--- src/rtl/imag_lbuf_pkg.sv ---
// Shared types for the image line-buffer controller.
package imag_lbuf_pkg;

  typedef enum logic [1:0] {
    IDLE  = 2'd0,
    FIRST = 2'd1,
    LINES = 2'd2
  } lbuf_state_e;

  typedef struct packed {
    logic tuser;
    logic tlast;
    logic first;
  } lbuf_flags_t;

endpackage

--- src/rtl/imag_sync_fifo.sv ---
// Small synchronous FIFO with occupancy count; push when full and pop when empty are ignored.
module imag_sync_fifo #(
  parameter int DEPTH = 4,
  parameter int WIDTH = 8
) (
  input  logic                       clk_i,
  input  logic                       rst_ni,
  input  logic                       push_i,
  input  logic [WIDTH-1:0]           data_i,
  input  logic                       pop_i,
  output logic [WIDTH-1:0]           data_o,
  output logic [$clog2(DEPTH+1)-1:0] cnt_o
);

  localparam int WD_PTR = (DEPTH > 1) ? $clog2(DEPTH) : 1;
  localparam int WD_CNT = $clog2(DEPTH + 1);

  logic [WIDTH-1:0]  mem_q [DEPTH];
  logic [WD_PTR-1:0] wr_q, rd_q;
  logic [WD_CNT-1:0] cnt_q;
  logic              do_push, do_pop;

  function automatic logic [WD_PTR-1:0] nxt(
    input logic [WD_PTR-1:0] p
  );
    return (p == WD_PTR'(DEPTH - 1)) ? '0 : p + WD_PTR'(1);
  endfunction

  assign do_push = push_i && (cnt_q != WD_CNT'(DEPTH));
  assign do_pop  = pop_i && (cnt_q != '0);

  always_ff @(posedge clk_i) begin
    if (do_push) mem_q[wr_q] <= data_i;
  end

  always_ff @(posedge clk_i or negedge rst_ni) begin
    if (!rst_ni) begin
      wr_q  <= '0;
      rd_q  <= '0;
      cnt_q <= '0;
    end else begin
      if (do_push) wr_q <= nxt(wr_q);
      if (do_pop)  rd_q <= nxt(rd_q);
      if (do_push && !do_pop)
        cnt_q <= cnt_q + WD_CNT'(1);
      else if (do_pop && !do_push)
        cnt_q <= cnt_q - WD_CNT'(1);
    end
  end

  assign data_o = mem_q[rd_q];
  assign cnt_o  = cnt_q;

endmodule

--- src/rtl/imag_line_buf_ctrl.sv ---
// Line-buffer controller: writes the current line via BRAM port A, reads the previous line on port B.
// Define IMAG_LBUF_LEN_CHK_EN to enable sticky line-length mismatch detection on o_err_len.
module imag_line_buf_ctrl
  import imag_lbuf_pkg::*;
#(
  parameter int NB_BRAM_DLY = 2,
  parameter int WD_BRAM_ADR = 8,
  parameter int WD_PIX      = 8
) (
  input  logic                   i_sys_clk,
  input  logic                   i_sys_resetn,
  input  logic                   s_axis_tvalid,
  output logic                   s_axis_tready,
  input  logic [WD_PIX-1:0]      s_axis_tdata,
  input  logic                   s_axis_tuser,
  input  logic                   s_axis_tlast,
  output logic                   m_bram_ena,
  output logic                   m_bram_wea,
  output logic [WD_BRAM_ADR-1:0] m_bram_addra,
  output logic [WD_PIX-1:0]      m_bram_dina,
  output logic                   m_bram_enb,
  output logic [WD_BRAM_ADR-1:0] m_bram_addrb,
  input  logic [WD_PIX-1:0]      m_bram_doutb,
  output logic                   m_axis_tvalid,
  input  logic                   m_axis_tready,
  output logic [2*WD_PIX-1:0]    m_axis_tdata,
  output logic                   m_axis_tuser,
  output logic                   m_axis_tlast,
  output logic                   m_axis_tfirst,
  output logic                   o_err_ovf,
  output logic                   o_err_len
);

  localparam int NB_OUT_FIFO = NB_BRAM_DLY + 2;
  localparam int WD_CNT      = $clog2(NB_OUT_FIFO + 1);
  localparam int WD_FIFO     = 2 * WD_PIX + 3;
  localparam logic [WD_BRAM_ADR-1:0] COL_MAX = '1;

  typedef struct packed {
    logic [WD_PIX-1:0] cur;
    lbuf_flags_t       flg;
  } lbuf_sb_t;

  lbuf_state_e            state_q, state_d;
  logic [WD_BRAM_ADR-1:0] col_q, col_d;
  logic                   ovf_q, ovf_d;
  logic                   rdy_en_q;
  logic [NB_BRAM_DLY-1:0] vld_q;
  lbuf_sb_t               sb_q [NB_BRAM_DLY];
  lbuf_sb_t               sb_in, sb_out;
  logic [WD_CNT-1:0]      fifo_cnt, inflight;
  logic [WD_CNT:0]        credits;
  logic                   acc, take, is_first;
  logic [WD_BRAM_ADR-1:0] addr;
  logic [WD_PIX-1:0]      prev_pix;
  logic                   push, pop;
  logic [WD_FIFO-1:0]     fifo_din, fifo_dout;

  // Credits count both queued and in-flight beats so a push never finds the FIFO full.
  always_comb begin
    inflight = '0;
    for (int i = 0; i < NB_BRAM_DLY; i++)
      inflight = inflight + WD_CNT'(vld_q[i]);
  end

  assign credits = {1'b0, fifo_cnt} + {1'b0, inflight};
  assign s_axis_tready = rdy_en_q &&
    (credits < (WD_CNT + 1)'(NB_OUT_FIFO));
  assign acc      = s_axis_tvalid && s_axis_tready;
  assign take     = acc && (s_axis_tuser || state_q != IDLE);
  assign is_first = s_axis_tuser || state_q == FIRST;
  assign addr     = s_axis_tuser ? '0 : col_q;

  assign m_bram_ena   = take;
  assign m_bram_wea   = take;
  assign m_bram_enb   = take;
  assign m_bram_addra = take ? addr : '0;
  assign m_bram_addrb = m_bram_addra;
  assign m_bram_dina  = take ? s_axis_tdata : '0;

  always_comb begin
    sb_in           = '0;
    sb_in.cur       = s_axis_tdata;
    sb_in.flg.tuser = s_axis_tuser;
    sb_in.flg.tlast = s_axis_tlast;
    sb_in.flg.first = is_first;
  end

  always_comb begin
    state_d = state_q;
    col_d   = col_q;
    ovf_d   = ovf_q;
    if (take) begin
      unique case (1'b1)
        s_axis_tuser:
          state_d = s_axis_tlast ? LINES : FIRST;
        !s_axis_tuser && s_axis_tlast && (state_q == FIRST):
          state_d = LINES;
        default: ;
      endcase
      if (s_axis_tlast) begin
        col_d = '0;
      end else if (addr == COL_MAX) begin
        col_d = '0;
        ovf_d = 1'b1;
      end else begin
        col_d = addr + WD_BRAM_ADR'(1);
      end
    end
  end

  always_ff @(posedge i_sys_clk or negedge i_sys_resetn) begin
    if (!i_sys_resetn) begin
      state_q  <= IDLE;
      col_q    <= '0;
      ovf_q    <= 1'b0;
      rdy_en_q <= 1'b0;
    end else begin
      state_q  <= state_d;
      col_q    <= col_d;
      ovf_q    <= ovf_d;
      rdy_en_q <= 1'b1;
    end
  end

  // Sideband rides alongside the BRAM read so it meets doutb at the push.
  always_ff @(posedge i_sys_clk or negedge i_sys_resetn) begin
    if (!i_sys_resetn) begin
      vld_q <= '0;
      for (int i = 0; i < NB_BRAM_DLY; i++)
        sb_q[i] <= '0;
    end else begin
      vld_q[0] <= take;
      sb_q[0]  <= sb_in;
      for (int i = 1; i < NB_BRAM_DLY; i++) begin
        vld_q[i] <= vld_q[i-1];
        sb_q[i]  <= sb_q[i-1];
      end
    end
  end

  assign sb_out   = sb_q[NB_BRAM_DLY-1];
  assign push     = vld_q[NB_BRAM_DLY-1];
  assign prev_pix = sb_out.flg.first ? '0 : m_bram_doutb;
  assign fifo_din = {prev_pix, sb_out.cur, sb_out.flg.tuser,
                     sb_out.flg.tlast, sb_out.flg.first};

  imag_sync_fifo #(
    .DEPTH (NB_OUT_FIFO),
    .WIDTH (WD_FIFO)
  ) u_out_fifo (
    .clk_i  (i_sys_clk),
    .rst_ni (i_sys_resetn),
    .push_i (push),
    .data_i (fifo_din),
    .pop_i  (pop),
    .data_o (fifo_dout),
    .cnt_o  (fifo_cnt)
  );

  assign m_axis_tvalid = fifo_cnt != '0;
  assign pop           = m_axis_tvalid && m_axis_tready;
  assign m_axis_tdata  = m_axis_tvalid ? fifo_dout[WD_FIFO-1:3] : '0;
  assign m_axis_tuser  = m_axis_tvalid && fifo_dout[2];
  assign m_axis_tlast  = m_axis_tvalid && fifo_dout[1];
  assign m_axis_tfirst = m_axis_tvalid && fifo_dout[0];
  assign o_err_ovf     = ovf_q;

`ifdef IMAG_LBUF_LEN_CHK_EN
  logic [WD_BRAM_ADR:0] len_q, len_d, cur_len;
  logic                 len_err_q, len_err_d;

  assign cur_len = {1'b0, addr} + (WD_BRAM_ADR + 1)'(1);

  always_comb begin
    len_d     = len_q;
    len_err_d = len_err_q;
    if (take && s_axis_tlast) begin
      if (is_first)
        len_d = cur_len;
      else if (cur_len != len_q)
        len_err_d = 1'b1;
    end
  end

  always_ff @(posedge i_sys_clk or negedge i_sys_resetn) begin
    if (!i_sys_resetn) begin
      len_q     <= '0;
      len_err_q <= 1'b0;
    end else begin
      len_q     <= len_d;
      len_err_q <= len_err_d;
    end
  end

  assign o_err_len = len_err_q;
`else
  assign o_err_len = 1'b0;
`endif

endmodule

--- config.mk ---
export PLATFORM = sky130hd
export DESIGN_NAME = imag_line_buf_ctrl
export DESIGN_NICKNAME = d
export VERILOG_FILES = /design/src/rtl/imag_lbuf_pkg.sv /design/src/rtl/imag_sync_fifo.sv /design/src/rtl/imag_line_buf_ctrl.sv
export SDC_FILE = /design/constraint.sdc
export NUM_CORES = 1
export LEC_CHECK = 0
export ABC_AREA = 1
export CORE_MARGIN = 3
export CORE_UTILIZATION = 55
export DETAILED_ROUTE_END_ITERATION = 6
export DONT_BUFFER_PORTS = 1
export PLACE_DENSITY = 0.7
export SYNTH_ARGS = -nofsm -noshare
export SYNTH_HDL_FRONTEND = slang
export SYNTH_SLANG_ARGS = --single-unit
--- constraint.sdc ---
create_clock -name i_sys_clk -period 3.9 [get_ports i_sys_clk]
set_clock_uncertainty 0.15 [all_clocks]
set_input_delay 0.39 -clock i_sys_clk [delete_from_list [all_inputs] [get_ports i_sys_clk]]
set_output_delay 0.39 -clock i_sys_clk [all_outputs]
set_load 0.05 [all_outputs]
==> flow_metrics.py, run 1 <==
metrics = {
    "outcome": {
        "status": "finished, final reports clean",
    },
    "worst_setup_path": {
        "cp.required_ns": 3.36,
        "crit_path_start_kind": "flip-flop",
        "reg2reg_depth": 9,
        "worstPathMaxFanout": 21,
        "cp_data_arrival_time_ns": 2.68,
        "regToRegEndpoint": "u_out_fifo.cnt_o[2]",
        "worst_setup_path_end_kind": "output port",
        "critPathKind": "reg2out",
        "r2r-start": "u_out_fifo.cnt_o[0]",
        "reg2reg_slack_ns": 1.36,
    },
    "floorplan": {
        "die_area_um2": 10340,
        "die_w_um": 101.7,
        "die_y_um": 101.7,
        "io_pins": 72,
        "rows": 34,
        "initial_utilization": 0.5720,
        "core_um2": 8806,
    },
    "grt": {
        "grt_pass1_wl_mm": 16.10,
        "grt-ovfl-total": 0,
        "antenna_found_initial": 0,
        "grt_pass1_vias": 3329,
        "grt_max_degree": 44,
        "grt_usage": 0.2084,
    },
    "detailed_routing": {
        "drc_errors": 0,
        "wire_per_inst_um": 15.92,
        "viasPerCell": 5.298,
        "first_pass_iters": 5,
        "wl_met2_mm": 5.021,
        "wl_met1_mm": 4.016,
        "totalWireLength_mm": 9.774,
        "ant_nets": 0,
        "highest_layer": "met4",
        "vias": 3253,
        "drt_iter0_drc": 153,
        "wl_met3_um": 619,
    },
    "logic_synthesis": {
        "syn_area_per_cell_um2": 11.14,
        "syn_inst": 452,
        "synth-seq-cells": 119,
        "synthXorXnorAreaFrac": 0.008693,
        "yosysUniqueCellTypes": 31,
        "yosys.area_share.simple": 0.1436,
        "synth-adder-area-share": 0.02385,
        "ys_warn_count": 0,
        "synth_fp_nets": 483,
        "yosysSeqAreaShare": 0.6667,
        "synth_compound_area_frac": 0.08271,
        "synth_top_area_cell": "edfxtp_1",
        "synth_top_area_share": 0.4531,
        "synthTopCellsByArea": "edfxtp_1 (45%), dfrtp_1 (21%), nor2_1 (7.7%)",
        "netlist_area_um2": 5037,
        "synth_top_family_by_area": "simple AND/OR/NAND/NOR gates",
        "muxShareOfSynthArea": 0.002235,
    },
    "power_and_ir_drop": {
        "p_switching_w": 0.001983,
        "clockPowerShare": 0.346,
        "pwr-share-comb": 0.338,
        "internal_power_w": 0.003243,
        "p_seq_frac": 0.315,
        "p_leak_nw": 2.490,
        "power_density_nw_per_um2": 850.1,
        "peakVddDrop_v": 0.0004652,
        "swShare": 0.3794,
    },
    "clock_tree": {
        "h-tree-depth": 4,
        "cts_buffers": 17,
        "ctsResizeCount": 0,
        "tritoncts": "yes",
        "cts_root_buf": "clkbuf_8",
        "cts.clk_slew.worst_paths_ns": 0.06,
        "cts_sinks": 119,
        "clk_path_buf_depth": 2,
        "clock_latency_ns": 0.50,
    },
    "timing": {
        "tns_ns": 0,
        "timing.final.crit_share": 0.8267,
        "period_minus_slack_ns": 3.224,
        "max_freq_mhz": 310.2,
        "fin_ws_ns": 0.6760,
        "setup_viol": 0,
        "worst_slew_pin_slew_ns": 1.165,
        "rsz0062_at_grt": "no",
        "max-slew-margin-rel": 0.2225,
        "hold_violations": 0,
        "slew_viol_final": 0,
        "whs_ns": 0.03215,
    },
    "worst_hold_path": {
        "hold_path_class": "in2reg",
        "hold_depth": 4,
        "worstHoldStart": "s_axis_tuser",
        "hold_end": "col_q[6]",
    },
    "place": {
        "io_buffers": 0,
        "gp_congestion": 0.7571,
        "pre_cts_ws_ns": 1.205,
        "dp_hpwl_mm": 5.570,
    },
    "layout": {
        "drive_gt1_frac": 0.2036,
        "syn_to_final_growth_pct": 22.03,
        "num_antenna_cells": 0,
        "final_nets": 524,
    },
    "job": {
        "max_cap_viol_count": 0,
    },
}
==> worst max-delay path: stages, from the launching register on <==
cell and delay [ns]:
dfrtp_1 0.82, inv_1 0.59, nor2_1 0.23, o21ai_0 0.11, a21oi_1 0.20, buf_4 0.23
==> what timing repair did <==
action                    4_1_cts  5_1_grt
hold endpoints to repair       86        1
hold buffers                   19        1
buffers inserted                0        0
==> cells by family (layout without fill, tap and decap cells) <==
group,count (synthesis),in the layout
and+or+nand+nor,169,169
DFF,119,119
AOI/OAI and AO/OA,75,75
buffers and inverters,72,126
adders and majority gates,9,9
xor gates and xnor gates,5,5
other,2,2
muxes,1,1
==> area by class of cell <==
type	count	area, µm²
sequential	119	3358
fill	598	2659
multi-input combinational	261	1350
timing repair buffer	51	442.9
clock buffer	18	427.9
clock inverter	14	269.0
inverter	43	163.9
tap	108	135.1
==> layout by cell type (no fill, tap or decap), drive strengths merged <==
cell type,n
xor2,3
nand4,2
fa,1
inv,45
o21bai,1
ha,8
nor2,116
buf,32
edfxtp,76
dlygate4sd3,19
o31ai,1
bufinv,7
nor3,2
conb,2
clkinvlp,2
clkbuf,18
a21oi,22
mux2,1
dfrtp,43
xnor2,2
o21ai,51
nand2,39
nand3,10
clkinv,3
==> sequential cells by signal, indices dropped and copies added (netlist names), 2 cells and up <==
| name | count |
|---|---|
| u_out_fifo.wr_q | 2 |
| state_q | 2 |
| fifo_din | 11 |
| u_out_fifo.cnt_o | 3 |
| u_out_fifo.rd_q | 2 |
| col_q | 8 |
| vld_q | 2 |
| u_out_fifo.mem_q | 76 |
| sb_q | 11 |
==> worst max path at each step <==
stage	from	endpoint	slack, ns	cells past startpoint
4_1_cts	u_out_fifo.rd_q[1]	m_axis_tdata[3]	0.62	5
3_3_place_gp	u_out_fifo.rd_q[1]	m_axis_tuser	1.23	5
6_report	u_out_fifo.rd_q[1]	m_axis_tdata[11]	0.68	5
3_5_place_dp	u_out_fifo.rd_q[1]	m_axis_tuser	1.21	5
5_1_grt	u_out_fifo.rd_q[1]	m_axis_tdata[11]	0.45	5
2_1_floorplan	u_out_fifo.cnt_o[0]	m_bram_addrb[0]	0.86	10
==> per-stage QoR <==
step / util / cells / cell area [µm²] / total power (W)
CTS: 0.6969 / 613 / 6137 / 0.005257
global placement: 0.5951 / 562 / 5240 / 0.003370
floorplan: - / 452 / 5037 / 0.002970
detailed placement: 0.5951 / 562 / 5240 / 0.003407
global route: 0.6981 / 614 / 6147 / 0.005478
finish: 0.6981 / 614 / 6147 / 0.005226
==> power by group through the flow <==
stage               Combinational [W]  Sequential (W)  Clock [W]
floorplan                     0.00138         0.00158          0
global placement              0.00171         0.00166          0
detailed placement            0.00174         0.00167          0
CTS                           0.00178         0.00165    0.00183
global route                  0.00191         0.00167    0.00190
finish                        0.00177         0.00165    0.00181
==> Yosys cell counts <==
| cell | instances |
|---|---|
| nor2_1 | 104 |
| buf_2 | 7 |
| nor2_2 | 11 |
| nand3_4 | 1 |
| nor2_8 | 1 |
| o21ai_0 | 42 |
| nand2_1 | 34 |
| a21oi_1 | 22 |
| mux2_2 | 1 |
| o21bai_1 | 1 |
| nand4_1 | 2 |
| o21ai_2 | 6 |
| conb_1 | 2 |
| inv_4 | 1 |
| xnor2_1 | 2 |
| buf_1 | 1 |
| xor2_1 | 3 |
| inv_2 | 2 |
| o31ai_4 | 1 |
| dfrtp_1 | 43 |
| nand2_2 | 5 |
| o21ai_1 | 3 |
| fa_1 | 1 |
| buf_4 | 14 |
| edfxtp_1 | 76 |
| ha_1 | 8 |
| clkbuf_1 | 4 |
| inv_1 | 40 |
| nor3_1 | 2 |
| buf_6 | 3 |
| nand3_1 | 9 |
==> routing by layer <==
metal  GRT usage  vias up
li1            -     1568
met3     0.07369       12
met4     0.06544        0
met2      0.3451      104
met5           0        -
met1      0.2584     1569
Note: power is estimated with default switching activity, not from simulation.
==> run 2: changes to the inputs <==
--- a/config.mk
+++ b/config.mk
@@ -10,7 +10,7 @@
 export CORE_UTILIZATION = 55
 export DETAILED_ROUTE_END_ITERATION = 6
 export DONT_BUFFER_PORTS = 1
-export PLACE_DENSITY = 0.7
+export PLACE_DENSITY = 0.73
 export SYNTH_ARGS = -nofsm -noshare
 export SYNTH_HDL_FRONTEND = slang
 export SYNTH_SLANG_ARGS = --single-unit
==> constraint.sdc (replaced) <==
create_clock -name i_sys_clk -period 2.91 [get_ports i_sys_clk]
set_clock_uncertainty 0.15 [all_clocks]
set_input_delay 0.291 -clock i_sys_clk [delete_from_list [all_inputs] [get_ports i_sys_clk]]
set_output_delay 0.291 -clock i_sys_clk [all_outputs]
set_load 0.05 [all_outputs]
==> run 2 against run 1 <==
Cell count increased by 3.3%; sequential share of layout area decreased by 2.5 points; power up 31%; count of clock-buffer cells in the layout decreased by 1; via count is 3.5% higher; critical path type unchanged; largest cell class unchanged.
==> flow_metrics.py, run 2 (synthesized netlist as in run 1, its figures left out) <==
metrics = {
    "grt": {
        "use_met1": 0.2552,
        "busiest_layer": "met2",
        "met3_usage": 0.06956,
        "grt_util_met2": 0.3667,
        "grt_max_degree": 44,
        "grt_usage": 0.2158,
        "grt_pass1_vias": 3443,
        "grt-ovfl-total": 0,
        "antenna_found_initial": 0,
        "grt_pass1_wl_mm": 16.70,
    },
    "worst_setup_path": {
        "worst_setup_path_end_kind": "output port",
        "crit_path_start_kind": "flip-flop",
        "regToRegEndpoint": "u_out_fifo.cnt_o[2]",
        "reg2reg_depth": 10,
        "cp.required_ns": 2.47,
        "cp_data_arrival_time_ns": 2.37,
        "r2r-start": "u_out_fifo.cnt_o[0]",
        "reg2reg_slack_ns": 0.56,
        "critPathKind": "reg2out",
        "worstPathMaxFanout": 8,
    },
    "power_and_ir_drop": {
        "internal_power_w": 0.004156,
        "p_switching_w": 0.002715,
        "p_leak_nw": 2.604,
        "power_density_nw_per_um2": 1066,
        "power_w": 0.006872,
        "clockPowerShare": 0.312,
        "swShare": 0.3952,
        "pwr-share-comb": 0.378,
        "peakVddDrop_v": 0.0007244,
        "p_seq_frac": 0.309,
    },
    "clock_tree": {
        "clk_path_buf_depth": 2,
        "clock_latency_ns": 0.51,
        "cts_sinks": 119,
        "cts_buffers": 17,
        "h-tree-depth": 4,
        "cts.clk_slew.worst_paths_ns": 0.06,
        "cts_root_buf": "clkbuf_8",
        "tritoncts": "yes",
    },
    "layout": {
        "final_cells": 634,
        "nFillCells": 554,
        "drive_gt1_frac": 0.2281,
        "largest-register": "u_out_fifo.mem_q",
        "layout_commonest_cell": "nor2_1",
        "num_antenna_cells": 0,
        "syn_to_final_growth_pct": 27.94,
        "largest_reg_flops": 76,
        "multi_input_area_um2": 1360,
        "final_nets": 544,
        "fin_util": 0.7319,
        "final_cell_mix": "nor2_1 (98), edfxtp_1 (76), o21ai_0 (42), dfrtp_1 (42), inv_1 (40)",
        "stdcell_area_um2": 6445,
        "regArea_um2": 3359,
    },
    "detailed_routing": {
        "vias": 3367,
        "drt_iter0_drc": 223,
        "ant_nets": 0,
        "viasPerCell": 5.311,
        "drc_errors": 0,
        "totalWireLength_mm": 10.36,
        "wire_per_inst_um": 16.34,
        "first_pass_iters": 7,
    },
    "place": {
        "gp_congestion": 0.7947,
        "dpl_cell_area_um2": 5523,
        "placed_cells": 576,
        "dp_hpwl_mm": 5.678,
        "io_buffers": 0,
    },
    "floorplan": {
        "die_w_um": 101.7,
        "die_area_um2": 10340,
        "die_y_um": 101.7,
        "io_pins": 72,
        "core_um2": 8806,
        "rows": 34,
        "initial_utilization": 0.5720,
    },
    "worst_hold_path": {
        "hold_path_class": "in2async",
    },
    "timing": {
        "timing.final.crit_share": 0.9646,
        "hold_violations": 0,
        "setup_viol": 0,
        "whs_ns": 0.1168,
        "max_freq_mhz": 356.2,
        "period_minus_slack_ns": 2.807,
        "rsz0062_at_grt": "yes",
        "worst_slew_pin_slew_ns": 0.7041,
        "max-slew-margin-rel": 0.5301,
        "slew_viol_final": 0,
    },
    "outcome": {
        "status": "finished, final reports clean",
    },
    "job": {
        "max_cap_viol_count": 0,
    },
}
## run 2: cell type report
class | instances | share of cell area
clock buffers | 17 | 0.06426
clock inverters | 15 | 0.03145
inverters | 43 | 0.02699
multi-input cells | 261 | 0.2110
flip-flops and latches | 119 | 0.5213
well taps | 108 | 0.02097
repair buffers | 69 | 0.1213
repair inverters | 2 | 0.002718
## run 2: worst max path at each step
stage	startpoint	to	slack [ns]	depth (start not counted)
6_report	u_out_fifo.cnt_o[0]	m_bram_addra[7]	0.10	9
5_1_grt	u_out_fifo.cnt_o[0]	m_bram_addra[6]	-0.03	9
4_1_cts	u_out_fifo.cnt_o[0]	m_bram_addra[0]	0.03	9
3_5_place_dp	u_out_fifo.cnt_o[0]	m_bram_addra[0]	0.52	9
3_3_place_gp	u_out_fifo.cnt_o[0]	m_bram_dina[5]	0.57	9
2_1_floorplan	u_out_fifo.cnt_o[0]	m_bram_addrb[0]	-0.03	10
## run 2: what timing repair did
item                                    4_1_cts  5_1_grt
gates cloned                                  0        2
resized for setup                             2        8
buffers inserted                              0        2
hold endpoints to repair                     99        0
endpoints found under the setup margin       17       24
pin swaps                                     1        2
hold buffers                                 22        0
## run 2: worst max-delay path: stages (launching register included)
cell	delay [ns]
dfrtp_2	0.42
ha_1	0.27
nand2_1	0.06
nand2_1	0.05
nand2_2	0.07
nand2_4	0.07
nor2_8	0.38
clkinv_8	0.16
nor2_2	0.16
buf_12	0.19
## run 2: per-layer routing
metal | part of all wire | wire length (µm)
met3 | 0.068 | 701
met1 | 0.39 | 4080
met2 | 0.51 | 5334
met5 | 0 | 0
met4 | 0.023 | 241
## run 2: metrics by stage
step | TNS (ns) | worst slack (ns)
CTS | 0 | 0.02722
global placement | 0 | 0.5744
detailed placement | 0 | 0.5217
floorplan | -0.1316 | -0.02632
finish | 0 | 0.1029
global route | -0.1836 | -0.02600
## run 2: power groups by stage
stage	Sequential (W)	Clock [W]	Combinational (W)
floorplan	0.00212	0	0.00186
global placement	0.00215	0	0.00242
detailed placement	0.00216	0	0.00247
CTS	0.00214	0.00216	0.00255
global route	0.00215	0.00227	0.00281
finish	0.00213	0.00214	0.00260
==> run 3: changes to the inputs <==
--- a/config.mk
+++ b/config.mk
@@ -10,7 +10,7 @@
 export CORE_UTILIZATION = 55
 export DETAILED_ROUTE_END_ITERATION = 6
 export DONT_BUFFER_PORTS = 1
-export PLACE_DENSITY = 0.73
+export PLACE_DENSITY = 0.7
 export SYNTH_ARGS = -nofsm -noshare
 export SYNTH_HDL_FRONTEND = slang
 export SYNTH_SLANG_ARGS = --single-unit
==> constraint.sdc (replaced) <==
create_clock -name i_sys_clk -period 2.86 [get_ports i_sys_clk]
set_clock_uncertainty 0.15 [all_clocks]
set_input_delay 0.286 -clock i_sys_clk [delete_from_list [all_inputs] [get_ports i_sys_clk]]
set_output_delay 0.286 -clock i_sys_clk [all_outputs]
set_load 0.05 [all_outputs]
==> run 3 against run 2 <==
Combinational power barely moved; critical path depth did not move; via count fell by 1.9%; largest cell class unchanged; global-route usage fell by 0.94 points; non-clock buffer count did not move; hold slack got worse by 0.0030 ns; sequential share of layout area rose by 0.12 points.
==> flow_metrics.py, run 3 (synthesized netlist as in run 1, its figures left out) <==
metrics = {
    "layout": {
        "final_cell_mix": "nor2_1 (95), edfxtp_1 (76), o21ai_0 (42), dfrtp_1 (41), inv_1 (40)",
        "num_antenna_cells": 0,
        "largest_reg_flops": 76,
        "syn_to_final_growth_pct": 27.70,
        "multi_input_area_um2": 1373,
        "final_nets": 544,
        "nFillCells": 563,
        "final_cells": 634,
        "drive_gt1_frac": 0.2357,
        "regArea_um2": 3361,
        "layout_commonest_cell": "nor2_1",
        "largest-register": "u_out_fifo.mem_q",
    },
    "clock_tree": {
        "clk_path_buf_depth": 2,
        "cts_root_buf": "clkbuf_8",
        "clock_latency_ns": 0.51,
        "cts.clk_slew.worst_paths_ns": 0.06,
        "tritoncts": "yes",
        "cts_buffers": 17,
        "cts_sinks": 119,
        "h-tree-depth": 4,
    },
    "worst_setup_path": {
        "crit_chain": "ha_4, nand2_1, nand2_1, nand2_1, nand2_2, nor2_8, clkinv_8, nor2_2, buf_12",
        "critPathKind": "reg2out",
        "cp_data_arrival_time_ns": 2.34,
        "regToRegEndpoint": "u_out_fifo.cnt_o[2]",
        "crit_family": "simple AND/OR/NAND/NOR gates",
        "slowest_delay_ns": 0.46,
        "reg2reg_depth": 10,
        "reg2reg_slack_ns": 0.31,
        "worstPathMaxFanout": 8,
        "cp.required_ns": 2.42,
        "path_common_cell": "nand2_1",
        "crit_path_start_kind": "flip-flop",
        "crit_buf_inv": 2,
        "slowest_stage": "dfrtp_2",
        "worst_setup_path_end_kind": "output port",
        "r2r-start": "u_out_fifo.cnt_o[0]",
    },
    "place": {
        "dp_hpwl_mm": 5.647,
        "placed_cells": 574,
        "gp_congestion": 0.8059,
        "io_buffers": 0,
    },
    "outcome": {
        "status": "finished, final reports clean",
    },
    "timing": {
        "slew_viol_final": 0,
        "whs_ns": 0.1138,
        "period_minus_slack_ns": 2.780,
        "max_freq_mhz": 359.7,
        "hold_violations": 0,
        "rsz0062_at_grt": "yes",
        "tns_ns": 0,
        "timing.final.crit_share": 0.9722,
        "setup_viol": 0,
        "max-slew-margin-rel": 0.2425,
        "worst_slew_pin_slew_ns": 1.135,
    },
    "power_and_ir_drop": {
        "peakVddDrop_v": 0.0006598,
        "power_density_nw_per_um2": 1061,
        "p_leak_nw": 2.577,
        "power_w": 0.006828,
    },
    "floorplan": {
        "io_pins": 72,
        "core_um2": 8806,
        "die_area_um2": 10340,
        "die_w_um": 101.7,
        "initial_utilization": 0.5720,
        "rows": 34,
        "die_y_um": 101.7,
    },
    "grt": {
        "grt_usage": 0.2065,
        "grt_max_degree": 44,
        "grt_pass1_wl_mm": 16.14,
        "grt-ovfl-total": 0,
        "grt_pass1_vias": 3345,
        "antenna_found_initial": 0,
    },
    "job": {
        "max_cap_viol_count": 0,
    },
    "detailed_routing": {
        "vias": 3304,
        "viasPerCell": 5.211,
        "ant_nets": 0,
        "wire_per_inst_um": 15.91,
        "first_pass_iters": 4,
        "totalWireLength_mm": 10.08,
        "drc_errors": 0,
        "drt_iter0_drc": 167,
    },
    "worst_hold_path": {
        "hold_path_class": "in2async",
    },
}
-- run 3: cell types whose count changed in the layout (fill, tap and decap cells not counted), moves of 3 or more --
cell        change
clkbuf_8        +3
clkinv_4        -3
clkinvlp_4      +3
nor2_1          -3
nor2_2          +3
-- run 3: worst reg2reg max path: stages (launching register included) --
cell and delay, ns:
dfrtp_2 0.46, buf_4 0.15, nor3_2 0.25, inv_1 0.11, nand2_1 0.18, ha_1 0.18
inv_1 0.07, fa_1 0.40, a21oi_1 0.18, o21ai_0 0.13, xor2_1 0.16
-- run 3: worst max-delay path by stage --
stage	to	start	cells after the start	slack, ns
after global routing	m_bram_addra[1]	u_out_fifo.cnt_o[0]	9	-0.04
after detailed placement	m_bram_addra[5]	u_out_fifo.cnt_o[0]	9	0.48
final	m_bram_addra[0]	u_out_fifo.cnt_o[0]	9	0.08
after CTS	m_bram_addra[5]	u_out_fifo.cnt_o[0]	9	0.01
after floorplan	m_bram_addrb[0]	u_out_fifo.cnt_o[0]	10	-0.07
after global placement	m_bram_dina[5]	u_out_fifo.cnt_o[0]	9	0.53
-- run 3: per-layer routing --
layer | track usage | share of wire
met1 | 0.2623 | 0.41
met2 | 0.3395 | 0.52
met3 | 0.06612 | 0.058
met4 | 0.06544 | 0.0067
met5 | 0 | 0
-- run 3: area by class of cell --
| cell class | count | share of cell area |
|---|---|---|
| Clock buffer | 20 | 0.07080 |
| Clock inverter | 12 | 0.01965 |
| Inverter | 43 | 0.02704 |
| Multi-Input combinational cell | 261 | 0.2134 |
| Sequential cell | 119 | 0.5225 |
| Tap cell | 108 | 0.02101 |
| Timing Repair Buffer | 69 | 0.1229 |
| Timing Repair inverter | 2 | 0.002723 |
-- run 3: through the flow --
stage,util,setup slack [ns],cell area [µm²]
detailed placement,0.6280,0.4778,5530
finish,0.7305,0.07961,6432
CTS,0.7218,0.01008,6356
floorplan,-,-0.07132,5037
global placement,0.6280,0.5278,5530
global route,0.7305,-0.04166,6432
-- run 3: repair_timing --
action | 4_1_cts | 5_1_grt
endpoints found under the setup margin | 24 | 40
endpoints found under the hold margin | 99 | 0
pin swaps | 1 | 3
setup buffers | 0 | 4
gates resized for setup | 3 | 5
cloned | 0 | 2
hold buffers | 22 | 0
-- run 3: power by group --
| part | internal, W | switching [W] |
|---|---|---|
| sequential | 0.00204 | 0.000165 |
| combinational | 0.000776 | 0.00182 |
| clock | 0.00130 | 0.000726 |
